**config.mk**
```make
export PLATFORM = sky130hd
export DESIGN_NAME = code_entry
export DESIGN_NICKNAME = d
export VERILOG_FILES = /design/src/rtl/code_entry.sv
export SDC_FILE = /design/constraint.sdc
export NUM_CORES = 1
export LEC_CHECK = 0
export ABC_AREA = 1
export CAP_MARGIN = 30
export CORE_UTILIZATION = 45
export DETAILED_ROUTE_END_ITERATION = 12
export GPL_TIMING_DRIVEN = 1
export PLACE_DENSITY = 0.78
export SLEW_MARGIN = 15
export SYNTH_ARGS = -nofsm -noshare
export SYNTH_HDL_FRONTEND = slang
export SYNTH_SLANG_ARGS = --single-unit
```
**constraint.sdc**
```tcl
create_clock -name clk -period 2.1 [get_ports clk]
set_input_delay 0.21 -clock clk [delete_from_list [all_inputs] [get_ports clk]]
set_output_delay 0.21 -clock clk [all_outputs]
set_load 0.005 [all_outputs]
```
**src/rtl/code_entry.sv**
```systemverilog
// ---------------------------------------------------------------------------
// code_entry
//   Digit-entry front end for the unlocker. Collects single-digit key events
//   into four username slots followed by four password slots and publishes
//   the running digit count. The entry is cleared by resetCount, by
//   backspacing to empty, or (optionally) after an inactivity timeout.
//
// Optional feature macro: CODE_ENTRY_TIMEOUT_EN
//   defined     -> idle counter built, partial entries time out, timedOut pulses
//   not defined -> no idle counter, partial entries persist, timedOut = 0
//
// Ports
//   clk            in   clock, rising edge
//   rst_n          in   asynchronous active-low reset
//   keyValid       in   one-cycle pulse, keyValue holds a new digit
//   keyValue       in   digit value [DIGIT_W-1:0]
//   keyBack        in   one-cycle pulse, delete last digit
//   resetCount     in   level, clear the whole entry
//   inputCount     out  digits held, 0..8
//   userNameInput0..3 / passwordInput0..3  out  digit slots
//   entryDone      out  pulse after the 8th digit is stored
//   entryError     out  pulse after a rejected key/back event
//   timedOut       out  pulse after a timeout clear
// ---------------------------------------------------------------------------
module code_entry #(
    parameter int DIGIT_W        = 5,
    parameter int MAX_DIGIT      = 9,
    parameter int TIMEOUT_CYCLES = 1000000
) (
    input  logic               clk,
    input  logic               rst_n,
    input  logic               keyValid,
    input  logic [DIGIT_W-1:0] keyValue,
    input  logic               keyBack,
    input  logic               resetCount,
    output logic [3:0]         inputCount,
    output logic [DIGIT_W-1:0] userNameInput0,
    output logic [DIGIT_W-1:0] userNameInput1,
    output logic [DIGIT_W-1:0] userNameInput2,
    output logic [DIGIT_W-1:0] userNameInput3,
    output logic [DIGIT_W-1:0] passwordInput0,
    output logic [DIGIT_W-1:0] passwordInput1,
    output logic [DIGIT_W-1:0] passwordInput2,
    output logic [DIGIT_W-1:0] passwordInput3,
    output logic               entryDone,
    output logic               entryError,
    output logic               timedOut
);

    // Slots 0..3 are the username, 4..7 the password; the slot written by
    // the next key is simply the current count.
    logic [DIGIT_W-1:0] slots_q [8];
    logic [DIGIT_W-1:0] slots_d [8];
    logic [3:0]         count_q, count_d;
    logic               done_q, done_d;
    logic               err_q, err_d;
    logic               activity;      // accepted key or back event this cycle
    logic               timeout_hit;   // timeout clear this cycle
    logic [2:0]         back_idx;
    logic               partial;       // count in 1..7

    assign back_idx = 3'(count_q - 4'd1);
    assign partial  = (count_q != 4'd0) && (count_q != 4'd8);

`ifdef CODE_ENTRY_TIMEOUT_EN
    localparam int IDLE_W = (TIMEOUT_CYCLES > 1) ? $clog2(TIMEOUT_CYCLES) : 1;
    localparam logic [IDLE_W-1:0] IDLE_LAST = IDLE_W'(TIMEOUT_CYCLES - 1);

    logic [IDLE_W-1:0] idle_q, idle_d;
    logic              tmo_q;

    assign timeout_hit = !resetCount && !activity && partial && (idle_q == IDLE_LAST);

    // Idle counter only runs on a partial entry and saturates rather than wraps.
    always_comb begin
        idle_d = idle_q;
        if (resetCount || activity || timeout_hit ||
            count_d == 4'd0 || count_d == 4'd8) begin
            idle_d = '0;
        end else if (idle_q != {IDLE_W{1'b1}}) begin
            idle_d = idle_q + 1'b1;
        end
    end

    always_ff @(posedge clk or negedge rst_n) begin
        if (!rst_n) begin
            idle_q <= '0;
            tmo_q  <= 1'b0;
        end else begin
            idle_q <= idle_d;
            tmo_q  <= timeout_hit;
        end
    end

    assign timedOut = tmo_q;
`else
    assign timeout_hit = 1'b0;
    assign timedOut    = 1'b0;
`endif

    always_comb begin
        for (int i = 0; i < 8; i++) slots_d[i] = slots_q[i];
        count_d  = count_q;
        done_d   = 1'b0;
        err_d    = 1'b0;
        activity = 1'b0;
        if (resetCount) begin
            // Coincident key/back events are silently discarded.
            for (int i = 0; i < 8; i++) slots_d[i] = '0;
            count_d = 4'd0;
        end else if (keyBack) begin
            if (count_q != 4'd0) begin
                count_d           = count_q - 4'd1;
                slots_d[back_idx] = '0;
                activity          = 1'b1;
            end else begin
                err_d = 1'b1;
            end
            if (keyValid) err_d = 1'b1;
        end else if (keyValid) begin
            if (keyValue > DIGIT_W'(MAX_DIGIT) || count_q == 4'd8) begin
                err_d = 1'b1;
            end else begin
                slots_d[count_q[2:0]] = keyValue;
                count_d               = count_q + 4'd1;
                activity              = 1'b1;
                done_d                = (count_q == 4'd7);
            end
        end
        if (timeout_hit) begin
            for (int i = 0; i < 8; i++) slots_d[i] = '0;
            count_d = 4'd0;
        end
    end

    always_ff @(posedge clk or negedge rst_n) begin
        if (!rst_n) begin
            for (int i = 0; i < 8; i++) slots_q[i] <= '0;
            count_q <= 4'd0;
            done_q  <= 1'b0;
            err_q   <= 1'b0;
        end else begin
            for (int i = 0; i < 8; i++) slots_q[i] <= slots_d[i];
            count_q <= count_d;
            done_q  <= done_d;
            err_q   <= err_d;
        end
    end

    assign inputCount     = count_q;
    assign entryDone      = done_q;
    assign entryError     = err_q;
    assign userNameInput0 = slots_q[0];
    assign userNameInput1 = slots_q[1];
    assign userNameInput2 = slots_q[2];
    assign userNameInput3 = slots_q[3];
    assign passwordInput0 = slots_q[4];
    assign passwordInput1 = slots_q[5];
    assign passwordInput2 = slots_q[6];
    assign passwordInput3 = slots_q[7];

endmodule

```
# After elaboration in Yosys (flattened, before gate mapping)
# Index checks and enable logic that the tools add are counted.
# word_totals
output_inout_bits,47
reg_bits,46
wordCells,57
input_bits,10
# classes
muxes,25
bitwise_logic,4
n_lt_le_gt_ge,5
n_addsub,2
n_reduce_logical,6
n_eq_ne,4
# op_table
op,count
$mux W40,5
$and A40 B40 Y40,1
$bwmux W40,1
$not A40 Y40,1
$demux W5 S3,2
$mux W4,5
$mux W1,10
$mux W5,2
$ge A4 B4 Y1 const B,2
$lt A4 B1 Y1 const B,2
$not A3 Y4,2
$gt A5 B4 Y1 const B,1
$add A4 B1 Y4 const B,1
$eq A4 B3 Y1 const B,1
$eq A4 B4 Y1 const B,1
$reduce_bool A4 Y1,1
$sub A4 B1 Y4 const B,1
$ne A3 B1 Y1 const B,1
$ne A3 B3 Y1 const B,1
$reduce_and A3 Y1,1
$reduce_bool A3 Y1,1
$logic_and A1 B1 Y1,2
$logic_or A1 B1 Y1,1

# Longest topological paths before layout
# logic_depth
ltp_word,11
ltp_mapped,13

# Worst setup path after synthesis
# No wires, ideal clock.
# synth_path
path_kind,flip-flop to flip-flop
from,register count_q[0] (netlist: inputCount[0])
to,register slots_q (netlist bit passwordInput3[4])
path_stages_with_launch,11
n_path_buf,3
setup_time_ns,0.119
t_required_ns,1.981
arrival_time_ns,1.799
slack_ns,0.182
cell_sequence,dfrtp_1 -> buf_2 -> inv_1 -> buf_2 -> ha_1 -> nand3_1 -> nand3_1 -> nand2_4 -> nand3_2 -> buf_6 -> o21a_1
# synth_between
elab_chain_len,11
elab_cells_between_ends,27
classes_between,add/sub (1); order compare (4); eq/ne (3); mux (10); bitwise (4); reduce/logical (5)
# synth_lines
item,line,rtl
from (decl),54,"logic [3:0] count_q, count_d;"
from (signal assigned),144,count_q <= count_d;
$sub A4 B1 Y4,-,
$not A3 Y4 (implied by the code),114,slots_d[back_idx] = '0;
$ge A4 B4 Y1 (implied by the code) or $lt A4 B1 Y1 (tied branches),114,
$logic_and A1 B1 Y1 (implied by the code),114,
$mux W5 (implied by the code),114,
$demux W5 S3,114,
$not A40 Y40 (no source line),-,
$and A40 B40 Y40 (no source line),-,
$mux W40,112,if (count_q != 4'd0) begin
$mux W40,111,end else if (keyBack) begin
$mux W40,107,if (resetCount) begin
to (decl),52,logic [DIGIT_W-1:0] slots_q [8];
# Several ways; a longest one is shown, not always the timed one. The select of a mux whose other input is x is not followed.
# A chain may end at the register's enable or synchronous reset.

# Worst setup path after layout
# layout_path
from,register count_q[2] (netlist: inputCount[2])
to,register slots_q (netlist bit passwordInput3[0])
# Same word-level chain as after synthesis.

==> impl_summary.txt <==
----------------------------------------------------
[Logic synthesis]
  Fraction of post-synthesis cell area in the top cell type by area ... between 30 and 40%
  Number of instances in the synthesized netlist ... between 400 and 500
  Number of warning messages in the yosys log ... 0
  Number of synthesized register bits ... 46
  Top FF cell, synth ... dfrtp_1
  Cell type contributing the most total cell area after synthesis ... dfrtp_1
  Ranking of synthesized cells by area ... dfrtp_1, nand2_1, o21ai_0
  Number of enable flip-flop cells after synthesis ... 0
  Portion of the post-synthesis area used by sequential elements ... slightly below 40%
  Ranking of synthesized cells by instance count ... nand2_1, dfrtp_1, o21ai_0
  Total standard cell area after synthesis ... roughly 0.0029 mm²
  Post-synthesis average cell area ... 6.96 µm²
  Count leader, synth ... nand2_1
  Post-synth net total ... 431
  Synth cell types ... 28
  Fraction of registers with async set or reset after synthesis ... 100%

[Timing]
  FMAX ... ~0.55 GHz
  Final critical-path share of the clock period ... 86.4%
  Worst slew margin relative to its limit ... 64.3%
  Total Negative Setup Slacks ... 0 ps
  Post-layout min period ... 1810 ps
  Pins Over Slew Limit ... 0
  Final setup skew ... 5.04 ps
  Setup repair after global routing missed its margin ... no
  Final worst-path setup slack ... 285 ps
  Slew at the pin with the worst max-slew slack ... 536 ps
  Hold Fails Final Rpt ... 0
  Final Setup Violations ... 0

[Worst setup path]
  Worst reg-to-reg path cell count ... 8
  Dominant delay contributor by cell family on the critical path ... simple AND/OR/NAND/NOR gates
  Slowest CP cell ... dfrtp_1
  Chain of cells forming the critical path ... inv_4, nand3_1, nand3_1, nand2_4, nand3_2, nor2_1, nand2_1, nand2_1
  Sort of element at the start of the critical path ... flip-flop
  Critical path required time ... 2340 ps
  Capture instance of the worst register-to-register path ... passwordInput3[0]
  Worst Path Arrival ... 2050 ps
  Classification of the worst setup path ... flip-flop to flip-flop
  Register-to-register setup slack ... 290 ps
  Maximum single-stage delay on the critical path ... 590 ps
  Endpoint kind of the worst setup timing path ... flip-flop
  Critical Path Fanout Max ... 10
  Startpoint of the lowest-slack register-to-register path ... inputCount[2]
  WP buf/inv ... 1

[Drt]
  Residual antenna-violating net count after detailed routing ... 0
  Number of DRC markers in iteration 0 ... 184
  Detailed-route via count ... roughly 2900
  Metal3 WL ... 440 µm
  Wire length on met2 ... around 3.6 mm
  Drc violations ... 0
  DR pass1 iterations ... 5
  Sum of routed wire segments on met1 ... approximately 3.3 mm
  Final wirelength ... 7.53 mm
  Via density per instance ... 5.34
  Routed length per placed instance ... 13.7 µm
  Uppermost layer routed ... met4

[Clock tree]
  TritonCTS clock tree ... done
  Buffer depth of the longest clock path ... 2
  Sink count of the clock tree ... between 40 and 50
  Library cell used as clock root buffer ... clkbuf_8
  Worst skew pair latency ... 300 ps
  Number of setup buffers added after CTS ... 0
  Reg clk slew, reported paths ... 80 ps
  CTS buffer count ... 5
  # H-tree levels ... 2

[Placement]
  Hpwl dp ... 5.48 mm
  Placer congestion estimate ... 0.900
  Worst slack at placement ... about 180 ps
  Count of buffers from port buffering ... 55

[Cells and area]
  # diodes ... 0
  Area occupied by registers ... 0.00115 mm²
  Area grow syn2layout ... 25.3%
  Area occupied by multi-input gates ... roughly 0.0016 mm²
  Final core area utilization ... 59.9%
  Filler instances ... 603
  Total Nets Final ... a little under 500
  Share of layout cells above drive strength 1 ... 7.56%

[Pwr]
  Maximum resistive drop on vdd ... 0.365 mV
  PwrDens ... 806 mW/mm²
  Total power draw ... 2.94 mW
  Leak pwr ... 1.80 nW

[Floorplan]
  Number of placement rows ... 28
  Top-level port count ... 57
  Die height ... 82.5 µm
  Starting utilization of the core area ... around 48%
  Horizontal die dimension ... 82.5 µm
  Area enclosed by the die boundary ... 0.00680 mm²
  Area of the placeable core ... 0.00610 mm²

[Global routing]
  Pin count of the biggest net entering global routing ... 36
  Remaining global-route overflow ... 0
  Antenna violations before repair ... 0
  Number of global-route vias before repair ... 2576
  GR Util All Layers ... a little under a quarter
  Wire length of the first global-routing pass ... 12.2 mm

[Worst hold path]
  Class of the tightest hold or removal check ... primary input to async pin

[Run]
  # Max-Cap Violations ... 0

[Run status]
  Outcome ... finished clean

----------------------------------------------------
kinds of logic after synthesis:
logic type | Yosys count | share of synthesized area, %
DFF | 46 | 39.5
xor gates and xnor gates | 1 | 0.300
buffers and inverters | 44 | 7.08
other | 1 | 0.129
and+or+nand+nor | 266 | 41.9
adders and majority gates | 2 | 0.858
AOI/OAI and AO/OA | 59 | 10.2
what timing repair did:
action	4_1_cts	5_1_grt
endpoints found under the setup margin	0	4
endpoints found under the hold margin	21	0
resized for setup	0	1
hold buffers	1	0
worst register-to-register path, delay by kind of cell, from the launching register on:
family        cells  cell delay, ps
flops             1             590
buf+inv           1             100
simple gates      7            1080
flip-flops by register name, summed over array words and instances, names as in the netlist:
signal,flops
entryError,1
userNameInput2,5
inputCount,4
passwordInput0,5
passwordInput3,5
entryDone,1
userNameInput3,5
userNameInput1,5
passwordInput1,5
userNameInput0,5
passwordInput2,5
cell type report:
cell class	count	area share, %
multi-input combinational	329	42.7
sequential	46	31.5
timing repair buffer	68	18.4
inverter	26	2.74
tap	75	2.57
clock buffer	7	2.09
through the flow:
stage	hold WS, ps	std cells	instance area, µm²
6_report	418	551	3650
3_3_place_gp	216	543	3560
2_1_floorplan	-85.6	419	2920
3_5_place_dp	224	543	3560
4_1_cts	433	551	3650
5_1_grt	497	551	3650
per-layer routing:
| layer | global-route usage [%] | up-vias |
|---|---|---|
| li1 | - | 1474 |
| met1 | 30.9 | 1344 |
| met2 | 40.3 | 109 |
| met3 | 3.08 | 14 |
| met4 | 7.41 | 0 |
| met5 | 0 | - |
cells in the final DEF (no fill, tap or decap), types with 2 or more instances in the layout:
| cell | count |
|---|---|
| nand4_4 | 4 |
| buf_4 | 10 |
| buf_12 | 2 |
| clkbuf_8 | 5 |
| nor2_4 | 4 |
| nand2_2 | 2 |
| nand3_1 | 36 |
| nand2_1 | 183 |
| clkdlybuf4s50_1 | 54 |
| o21ai_0 | 42 |
| inv_1 | 23 |
| nor2_1 | 19 |
| o21ai_1 | 15 |
| ha_1 | 2 |
| clkbuf_1 | 2 |
| inv_2 | 2 |
| nand4_1 | 12 |
| dfrtp_1 | 46 |
| nand3_2 | 2 |
power breakdown:
part           leakage [nW]  internal, mW  switching [mW]
Combinational          1.14         0.544           0.751
Sequential            0.620          1.01           0.119
Clock                0.0383         0.230           0.287
how the worst max path moves through the flow:
stage	from	to	slack, ps	cells past startpoint
global route	inputCount[1]	passwordInput3[0]	110	9
finish	inputCount[2]	passwordInput3[0]	290	8
CTS	inputCount[0]	passwordInput3[3]	250	8
floorplan	inputCount[0]	passwordInput3[4]	180	10
detailed placement	keyValue[1]	passwordInput2[0]	180	7
global placement	keyValue[1]	passwordInput2[0]	210	7
Power figures use the tool's default switching activity.
==> RTL change (same flow settings) <==
Change the parameter `DIGIT_W` from 5 to 10.
--- a/src/rtl/code_entry.sv
+++ b/src/rtl/code_entry.sv
@@ -23,7 +23,7 @@
 //   timedOut       out  pulse after a timeout clear
 // ---------------------------------------------------------------------------
 module code_entry #(
-    parameter int DIGIT_W        = 5,
+    parameter int DIGIT_W        = 10,
     parameter int MAX_DIGIT      = 9,
     parameter int TIMEOUT_CYCLES = 1000000
 ) (
Interface: changed (9 resized); port bits go from 57 to 102. No check against the original RTL was run, so the function may have changed too.
==> RTL change against the unedited design <==
  * Cell count up 51%
  * Routed wire length up 45%
  * Cell area up 60%
  * Area after synthesis up 54%
  * Setup slack worse by 150 ps
  * Die area up 52%
  * Total power up 56%
  * Sequential power up 69%
  * Sequential cell count up 40
  * Clock skew up 6.4 ps
  * Fmax down 7.6%
  * Global-route usage down 0.97 points
  * Critical endpoint is now passwordInput1[7]
==> RTL change: results (changes against the unedited design) <==
detailed_routing:
  routed-via-count: 4023  # +37%
  post_drt_wl_per_cell_microns: 13.1  # -4.1%
  drtIter0Drc: 302  # +64%
  wirelength_mm: 10.9  # +45%
  first_pass_iters: 4  # -1
power_and_ir_drop:
  ir_drop_uv: 365  # +0.11%
  power_leakage_nw: 3.27  # +82%
clock_network:
  post_cts_resize_count: 0  # unchanged
  clock_latency_ps: 370  # +70 ps
  htreeDepth: 3  # +1
  ctsHoldBuffers: 1  # unchanged
  cts_made_buffers: 9  # +4
synthesis:
  synth_area_leaders: "dfrtp_1 48%, nand2_1 23%, inv_1 5.4%"
  synth_compound_area_share_pct: 4.83  # -5.4 points
  synth_fa_ha_area_share_pct: 0.559  # -0.30 points
  avgSynthCellArea_sq_um: 7.64  # +9.8%
  synth-seq-area-share_pct: 48.1  # +8.6 points
  syn_nets: 603  # +40%
  synth_cell_type_count: 33  # +18%
  synth_xor_area_share_pct: 0.587  # +0.29 points
  synthTopCellsByCount: "276 x nand2_1, 86 x dfrtp_1, 65 x inv_1"
worst_setup_path:
  arrival_ps: 2230  # +180 ps
  slowest_stage: "dfrtp_1"
  critPathMaxFanout: 10  # unchanged
  slowest_delay_ps: 370  # -220 ps
grt:
  grt_pass1_vias: 3808  # +48%
  grt_max_degree: 47  # +31%
  grt_util_all_layers_pct: 22.6  # -0.97 points
  grt_pass1_wl_mm: 18.1  # +49%
final_layout:
  n_fill_cell: 880  # +46%
  final_nets: 712  # +46%
  fin_area_sq_um: 5840  # +60%
  drive_above_1_share_pct: 9.71  # +2.2 points
placed_design:
  dp_hpwl_mm: 7.73  # +41%
  dp_slack_ps: 108  # -71.9 ps
  place_congestion: 0.929  # +3.2%
  dp.cells: 814  # +50%
  place_area_sq_um: 5630  # +58%
  port_buffers: 100  # +82%
sta:
  maxSlewHeadroom_pct: 62.6  # -1.7 points
  finClkSkew_ps: 11.4  # +6.35 ps
status:
  status: "complete, no violations"
## RTL change: worst register-to-register path, stage by stage (launching register included)
cell      delay (ps)
dfrtp_1          370
clkinv_2         150
ha_1             310
inv_1            100
nand2_1           50
nand2_1          180
nand3_1          220
nand2_1          130
nand4_2          190
nand2_1          110
inv_1             50
## RTL change: power by group
group	internal, W	total [W]	switching [W]	leakage (nW)
combinational	0.000630	0.00161	0.000977	2.01
sequential	0.00178	0.00191	0.000137	1.18
clock	0.000431	0.00106	0.000626	0.0852
total	0.00284	0.00458	0.00174	3.27
## RTL change: path summary, 6_finish.rpt
kind / to / from / depth (start not counted) / slack, ps
max: passwordInput1[7] / inputCount[0] / 10 / 130
min: userNameInput3[9] / rst_n / 2 / 360
max reg2reg: passwordInput1[7] / inputCount[0] / 10 / 130
min reg2reg: userNameInput1[4] / userNameInput1[4] / 2 / 470
max in group asynchronous: userNameInput0[8] / rst_n / 3 / 1100
min in group clk: userNameInput1[4] / userNameInput1[4] / 2 / 470
## RTL change: metal layers
metal / part of all wire (%) / track usage, % / up-vias / routed length (microns)
met3: 7.3 / 5.59 / 12 / 799
met1: 45 / 29.7 / 1885 / 4880
li1: - / - / 1992 / -
met5: 0 / 0 / - / 0
met4: 1.5 / 9.92 / 0 / 159
met2: 47 / 35.6 / 134 / 5080
## RTL change: area by class of cell
type                    instances  area share [%]
flip-flops and latches         86            36.8
multi-input cells             412            33.0
repair buffers                117            19.7
inverters                      69            4.54
well taps                     133            2.85
clock buffers                   9            2.12
clock inverters                 7           0.878
## RTL change: cell families (layout without fill, tap and decap cells)
kind of cell | count (synthesis) | count (layout)
compound gates | 42 | 42
simple gates | 364 | 364
flops | 86 | 86
buf+inv | 88 | 202
xor+xnor | 3 | 3
other cells | 1 | 1
fa+ha+maj | 2 | 2
